==> config.mk <==
export PLATFORM = sky130hd
export DESIGN_NAME = mouse_init_ctrl
export DESIGN_NICKNAME = d
export VERILOG_FILES = /design/src/rtl/mouse_init_ctrl.sv
export SDC_FILE = /design/constraint.sdc
export NUM_CORES = 1
export LEC_CHECK = 0
export CORE_MARGIN = 8
export CORE_UTILIZATION = 45
export DETAILED_ROUTE_END_ITERATION = 8
export GPL_ROUTABILITY_DRIVEN = 0
export GPL_TIMING_DRIVEN = 0
export PLACE_DENSITY = 0.8
export SYNTH_ARGS = -nofsm -noshare
export SYNTH_HDL_FRONTEND = slang
export SYNTH_SLANG_ARGS = --single-unit
==> constraint.sdc <==
create_clock -name clk -period 4 [get_ports clk]
set_input_delay 1.2 -clock clk [delete_from_list [all_inputs] [get_ports clk]]
set_output_delay 1.2 -clock clk [all_outputs]
set_load 0.1 [all_outputs]
==> src/rtl/mouse_init_ctrl.sv <==
// rtl/mouse_init_ctrl.sv - PS/2 mouse initialisation sequencer with stream pass-through
//
// Sends the reset command (0xFF) and waits for ack, BAT result and device ID.
// It then enables data reporting (0xF4) and forwards every received byte to the
// packet decoder. A wrong byte or a silent wait restarts the sequence, up to
// MAX_RETRY times. A resend request (0xFE) repeats only the last command.
//
// Build option:
//   MOUSE_INIT_SAMPLE_RATE_EN  when defined, the sequence also sets the sample
//                              rate (0xF3, 0x64) between the ID and enable steps.
//
// Parameters:
//   TIMEOUT_CYCLES  response timeout per wait state, in clk cycles
//   MAX_RETRY       full restarts allowed before entering ERROR
//
// Ports:
//   clk         system clock, rising edge
//   rst         asynchronous reset, active low
//   start       one-cycle pulse; starts init from IDLE, ERROR or STREAM
//   tx_busy     byte transmitter busy
//   tx_start    one-cycle request to transmit tx_data
//   tx_data     command byte, held until the next send state
//   rx_ready    one-cycle strobe, rx_data valid
//   rx_data     received byte
//   mouseReady  stream byte strobe, one cycle after rx_ready in STREAM
//   mouseData   stream byte
//   mouseState  current state code
//   init_done   high in STREAM
//   init_error  high in ERROR

module mouse_init_ctrl #(
  parameter int TIMEOUT_CYCLES = 50000000,
  parameter int MAX_RETRY      = 3
) (
  input  logic       clk,
  input  logic       rst,
  input  logic       start,
  input  logic       tx_busy,
  output logic       tx_start,
  output logic [7:0] tx_data,
  input  logic       rx_ready,
  input  logic [7:0] rx_data,
  output logic       mouseReady,
  output logic [7:0] mouseData,
  output logic [3:0] mouseState,
  output logic       init_done,
  output logic       init_error
);

  localparam logic [3:0] S_IDLE         = 4'd0;
  localparam logic [3:0] S_SEND_RST     = 4'd1;
  localparam logic [3:0] S_WAIT_ACK_RST = 4'd2;
  localparam logic [3:0] S_WAIT_BAT     = 4'd3;
  localparam logic [3:0] S_WAIT_ID      = 4'd4;
  localparam logic [3:0] S_SEND_EN      = 4'd5;
  localparam logic [3:0] S_WAIT_ACK_EN  = 4'd6;
  localparam logic [3:0] S_STREAM       = 4'd7;
  localparam logic [3:0] S_ERROR        = 4'd8;
`ifdef MOUSE_INIT_SAMPLE_RATE_EN
  localparam logic [3:0] S_SEND_SR      = 4'd9;
  localparam logic [3:0] S_WAIT_ACK_SR  = 4'd10;
  localparam logic [3:0] S_SEND_RATE    = 4'd11;
  localparam logic [3:0] S_WAIT_ACK_RATE = 4'd12;
`endif

  localparam logic [7:0] B_ACK    = 8'hFA;
  localparam logic [7:0] B_BAT_OK = 8'hAA;
  localparam logic [7:0] B_ID     = 8'h00;
  localparam logic [7:0] B_RESEND = 8'hFE;

  localparam int TW = (TIMEOUT_CYCLES > 0) ? $clog2(TIMEOUT_CYCLES + 1) : 1;
  localparam int RW = (MAX_RETRY > 0) ? $clog2(MAX_RETRY + 1) : 1;
  localparam logic [TW-1:0] TMO_LIMIT   = TW'(TIMEOUT_CYCLES);
  localparam logic [RW-1:0] RETRY_LIMIT = RW'(MAX_RETRY);

  logic [3:0]    state;
  logic [3:0]    state_next;
  logic [RW-1:0] retry_cnt;
  logic [RW-1:0] retry_next;
  logic [TW-1:0] tmo_cnt;
  logic [7:0]    tx_data_q;
  logic          mouse_ready_q;
  logic [7:0]    mouse_data_q;

  // Decode of the current wait state: the byte it expects, where that byte
  // leads, and which send state a resend request returns to.
  logic          is_wait;
  logic [7:0]    expect_byte;
  logic [3:0]    ok_target;
  logic [3:0]    resend_target;
  logic [3:0]    fail_target;
  logic          fail;

  function automatic logic is_send_state(input logic [3:0] s);
    logic r;
    r = 1'b0;
    case (s)
      S_SEND_RST, S_SEND_EN: r = 1'b1;
`ifdef MOUSE_INIT_SAMPLE_RATE_EN
      S_SEND_SR, S_SEND_RATE: r = 1'b1;
`endif
      default: r = 1'b0;
    endcase
    return r;
  endfunction

  function automatic logic [7:0] cmd_for(input logic [3:0] s);
    logic [7:0] b;
    b = 8'h00;
    case (s)
      S_SEND_RST:  b = 8'hFF;
      S_SEND_EN:   b = 8'hF4;
`ifdef MOUSE_INIT_SAMPLE_RATE_EN
      S_SEND_SR:   b = 8'hF3;
      S_SEND_RATE: b = 8'h64;
`endif
      default:     b = 8'h00;
    endcase
    return b;
  endfunction

  always_comb begin
    state_next    = state;
    retry_next    = retry_cnt;
    is_wait       = 1'b0;
    expect_byte   = B_ACK;
    ok_target     = state;
    resend_target = S_SEND_RST;
    fail_target   = S_SEND_RST;
    fail          = 1'b0;

    case (state)
      S_IDLE, S_ERROR, S_STREAM: begin
        if (start) begin
          state_next = S_SEND_RST;
          retry_next = '0;
        end
      end
      S_SEND_RST: if (!tx_busy) state_next = S_WAIT_ACK_RST;
      S_SEND_EN:  if (!tx_busy) state_next = S_WAIT_ACK_EN;
      S_WAIT_ACK_RST: begin
        is_wait     = 1'b1;
        expect_byte = B_ACK;
        ok_target   = S_WAIT_BAT;
      end
      S_WAIT_BAT: begin
        is_wait     = 1'b1;
        expect_byte = B_BAT_OK;
        ok_target   = S_WAIT_ID;
      end
      S_WAIT_ID: begin
        is_wait     = 1'b1;
        expect_byte = B_ID;
`ifdef MOUSE_INIT_SAMPLE_RATE_EN
        ok_target   = S_SEND_SR;
`else
        ok_target   = S_SEND_EN;
`endif
      end
      S_WAIT_ACK_EN: begin
        is_wait       = 1'b1;
        expect_byte   = B_ACK;
        ok_target     = S_STREAM;
        resend_target = S_SEND_EN;
      end
`ifdef MOUSE_INIT_SAMPLE_RATE_EN
      S_SEND_SR:   if (!tx_busy) state_next = S_WAIT_ACK_SR;
      S_SEND_RATE: if (!tx_busy) state_next = S_WAIT_ACK_RATE;
      S_WAIT_ACK_SR: begin
        is_wait       = 1'b1;
        expect_byte   = B_ACK;
        ok_target     = S_SEND_RATE;
        resend_target = S_SEND_SR;
      end
      S_WAIT_ACK_RATE: begin
        is_wait       = 1'b1;
        expect_byte   = B_ACK;
        ok_target     = S_SEND_EN;
        resend_target = S_SEND_RATE;
      end
`endif
      default: state_next = S_IDLE;
    endcase

    // A received byte takes priority over a timeout expiring the same cycle.
    if (is_wait) begin
      if (rx_ready) begin
        if (rx_data == expect_byte) begin
          state_next = ok_target;
        end else begin
          fail = 1'b1;
          if (rx_data == B_RESEND) fail_target = resend_target;
        end
      end else if (tmo_cnt == TMO_LIMIT) begin
        fail = 1'b1;
      end

      if (fail) begin
        if (retry_cnt < RETRY_LIMIT) begin
          retry_next = retry_cnt + RW'(1);
          state_next = fail_target;
        end else begin
          state_next = S_ERROR;
        end
      end
    end
  end

  always_ff @(posedge clk or negedge rst) begin
    if (!rst) begin
      state         <= S_IDLE;
      retry_cnt     <= '0;
      tmo_cnt       <= '0;
      tx_data_q     <= 8'h00;
      mouse_ready_q <= 1'b0;
      mouse_data_q  <= 8'h00;
    end else begin
      state     <= state_next;
      retry_cnt <= retry_next;

      // Counts cycles spent in the current wait state; restarts on any
      // state change and parks at the limit instead of wrapping.
      if (!is_wait || (state_next != state)) begin
        tmo_cnt <= '0;
      end else if (tmo_cnt != TMO_LIMIT) begin
        tmo_cnt <= tmo_cnt + TW'(1);
      end

      // The command byte is latched on the way into a send state so it is
      // already valid when tx_start fires and stays put through the wait.
      if (is_send_state(state_next)) begin
        tx_data_q <= cmd_for(state_next);
      end

      // A start in STREAM leaves the state, so the strobe is dropped.
      if ((state == S_STREAM) && !start) begin
        mouse_ready_q <= rx_ready;
        if (rx_ready) mouse_data_q <= rx_data;
      end else begin
        mouse_ready_q <= 1'b0;
      end
    end
  end

  assign tx_start   = is_send_state(state) && !tx_busy;
  assign tx_data    = tx_data_q;
  assign mouseReady = mouse_ready_q;
  assign mouseData  = mouse_data_q;
  assign mouseState = state;
  assign init_done  = (state == S_STREAM);
  assign init_error = (state == S_ERROR);

endmodule

==> results by group <==
Power
  – Switching pwr: 1.049 mW
  – Leak: 1.199 nW
  – Power share of the combinational group: 0.588
  – Clock power share: 0.140
  – Pwr/cell area: 638.2 mW/mm^2
  – Internal: 0.9233 mW
  – Reg power frac: 0.273
  – Switching share of power: 0.5319
  – Maximum vdd drop: 0.0004937 V

Clock tree
  – Clk_lat worst skew: 0.30 ns
  – Clk sinks: 43
  – Maximum clock insertion buffer count: 2
  – H-tree levels: 2
  – Hold_buf cts: 0
  – CTS Buf Count: 5
  – CTS root buf: clkbuf_8
  – Worst-path clk slew: 0.08 ns
  – CTS tree: done

Critical path
  – Crit-path max FO: 2
  – Worst R2R Start: mouseState[3]
  – Setup crit end kind: primary output
  – CP startpoint: tx_busy
  – Crit Path Category: in2out
  – Worst EP arrival: 2.65 ns
  – CP Data Required Time: 2.80 ns
  – Startpoint types: primary input

Logic synthesis
  – Synth cell types: 48
  – Largest area contributor in the synthesized netlist: dfrtp_1
  – Top post-synthesis cells by area: dfrtp_1 42%, nor3_2 7.9%, xor2_1 5.2%, mux2_2 3.6%, xnor2_1 3.5%
  – Post-synth ARST share: 1.000
  – Yosys top cell area share: 0.4249
  – Post-synth EDFFs: 0
  – Syn nets: 259
  – Post-Syn Area: 0.002532 sq mm
  – Sequential element share of the synthesized area: 0.4249
  – Average size of a mapped cell: 10.42 sq um
  – Yosys reg bits: 43
  – Cells after Synth: 243
  – Synth Flop Type: dfrtp_1
  – Yosys warns: 0

STA
  – Fin Setup TNS: 0 ns
  – Final worst-path cycle share: 0.9621
  – Worst hold slack: 0.4922 ns
  – Post-layout min period: 3.848 ns
  – Worst slew pin tran: 0.9903 ns
  – Fin. Hold Viols: 0
  – Max-slew headroom: 0.3377
  – Final setup violation count: 0
  – RSZ-0062 raised after global routing: false
  – FMAX: 259.9 MHz
  – Max Slew Vio Count: 0
  – Final Skew: 0.009248 ns

Drt
  – Routed length per instance: 15.04 um
  – Routed Wire Length: 5414 um
  – Post-route ant nets: 0
  – DRC: 0
  – Vias/cell: 5.389
  – Routed vias: 1940
  – Initial DRC count: 142
  – Iteration count of the initial detailed-routing pass: 4

Status
  – Result of the run: finished clean

Place
  – Port Buf Inserts: 36
  – HPWL after detailed placement: 4120 um
  – DP Area: 0.003008 sq mm

Floorplan
  – Ports: 37
  – Core area: 0.005473 sq mm
  – # rows: 27
  – Die ar.: 0.008284 sq mm
  – Die X: 91.02 um
  – Starting Density: 0.4627
  – Die H: 91.02 um

GRT
  – Largest net degree at the start of global routing: 30
  – Tot GR Track Use: 0.1347
  – Number of global-route vias before repair: 2009
  – GR Overflow Total: 0
  – Initial antenna violation count: 0
  – First-pass GRT wire length: 9439 um

Min path
  – Worst min-delay path class: reg2reg
  – Hold Path Origin: retry_cnt[0]

Finish
  – Reg area: 0.001076 sq mm
  – Fin util: 0.5647
  – Nets: 303
  – Fillers: 489
  – Ant. Diodes: 0
  – Syn-to-layout area delta: 22.04%
  – Post-Layout Inst Area: 0.003090 sq mm
  – Area occupied by multi-input gates: 0.001320 sq mm
  – Layout cells sized above 1: 0.2083

Run
  – Max-Cap Viols: 0
[cells in the final DEF (no fill, tap or decap), drive strengths merged, types with 2 or more instances in the layout]
cell type,count
dfrtp,43
clkdlybuf4s50,34
nor3,33
nand2,18
nor2,16
xor2,15
buf,15
nand3,11
xnor2,11
inv,10
nand4,10
mux2,8
o21ai,7
mux2i,6
clkbuf,6
nor4,5
nor2b,3
ha,3
clkinv,3
nor4bb,2
and4,2
nand2b,2
nor3b,2
and3,2
nor4b,2
o31ai,2
[worst paths after layout]
path	endpoint	slack (ns)	cells past startpoint
min reg2reg	retry_cnt[0]	0.49	1
min	retry_cnt[0]	0.49	1
max	tx_start	0.15	3
min in group asynchronous	tmo_cnt[6]	0.80	1
max reg2reg	tmo_cnt[22]	0.67	9
max in group asynchronous	tmo_cnt[4]	2.72	2
[through the flow]
| step | instances | setup WS, ns | total power, mW |
|---|---|---|---|
| after floorplan | 243 | 0.2135 | 1.459 |
| after global placement | 351 | -0.1317 | 1.700 |
| after detailed placement | 352 | -0.1408 | 1.711 |
| after CTS | 360 | 0.1432 | 1.982 |
| after global routing | 360 | 0.008092 | 2.067 |
| final | 360 | 0.1518 | 1.972 |
[flip-flops by register name, summed over array words and instances, names as in the netlist]
name        cells
tx_data         2
tmo_cnt        26
mouseReady      1
retry_cnt       2
mouseData       8
mouseState      4
[cells in the mapped netlist, types with 2 or more instances]
library cell  number
and3_1             2
and4_1             2
buf_2              3
buf_4              6
buf_6              4
dfrtp_1           43
ha_1               3
inv_1             10
mux2_2             8
mux2i_1            5
nand2_1           18
nand2b_1           2
nand3_1           11
nand4_1           10
nor2_1            16
nor2b_1            3
nor3_1            13
nor3_2            20
nor3b_1            2
nor4_1             5
nor4bb_1           2
o21ai_0            6
xnor2_1           10
xor2_1            15
[layer usage]
metal	wire (um)	GRT usage
met5	0	0
met2	2525	0.2116
met3	278	0.03292
met1	2534	0.1775
met4	75	0.04502
[critical path, cell delays in order]
cell and delay, ns:
clkdlybuf4s50_1 0.43, nor3_2 0.15, dlygate4sd2_1 0.87
[cell type report]
cell class | count | area share
clock buffers | 5 | 0.02227
plain buffers | 14 | 0.03522
well taps | 72 | 0.02915
repair buffers | 37 | 0.1211
flip-flops and latches | 43 | 0.3482
inverters | 10 | 0.01215
clock inverters | 3 | 0.004858
multi-input cells | 176 | 0.4271
[cells by family after synthesis]
family          count (synthesis)  share of synthesized area
simple gates                  114                     0.2792
compound gates                 19                    0.06621
fa+ha+maj                       3                    0.01482
buf+inv                        24                    0.05780
flops                          43                     0.4249
mux                            14                    0.06423
xor+xnor                       26                    0.09289
[timing repair]
item	CTS	global route
setup endpoints to repair	1	0
buffers inserted	0	0
resized for setup	1	0
[power by group through the flow]
| stage | clock network [mW] | logic [mW] | registers, mW |
|---|---|---|---|
| floorplan | 0 | 0.610 | 0.849 |
| global placement | 0 | 1.16 | 0.543 |
| detailed placement | 0 | 1.17 | 0.546 |
| CTS | 0.277 | 1.17 | 0.538 |
| global route | 0.292 | 1.23 | 0.547 |
| finish | 0.276 | 1.16 | 0.538 |
Power figures use the tool's default switching activity.
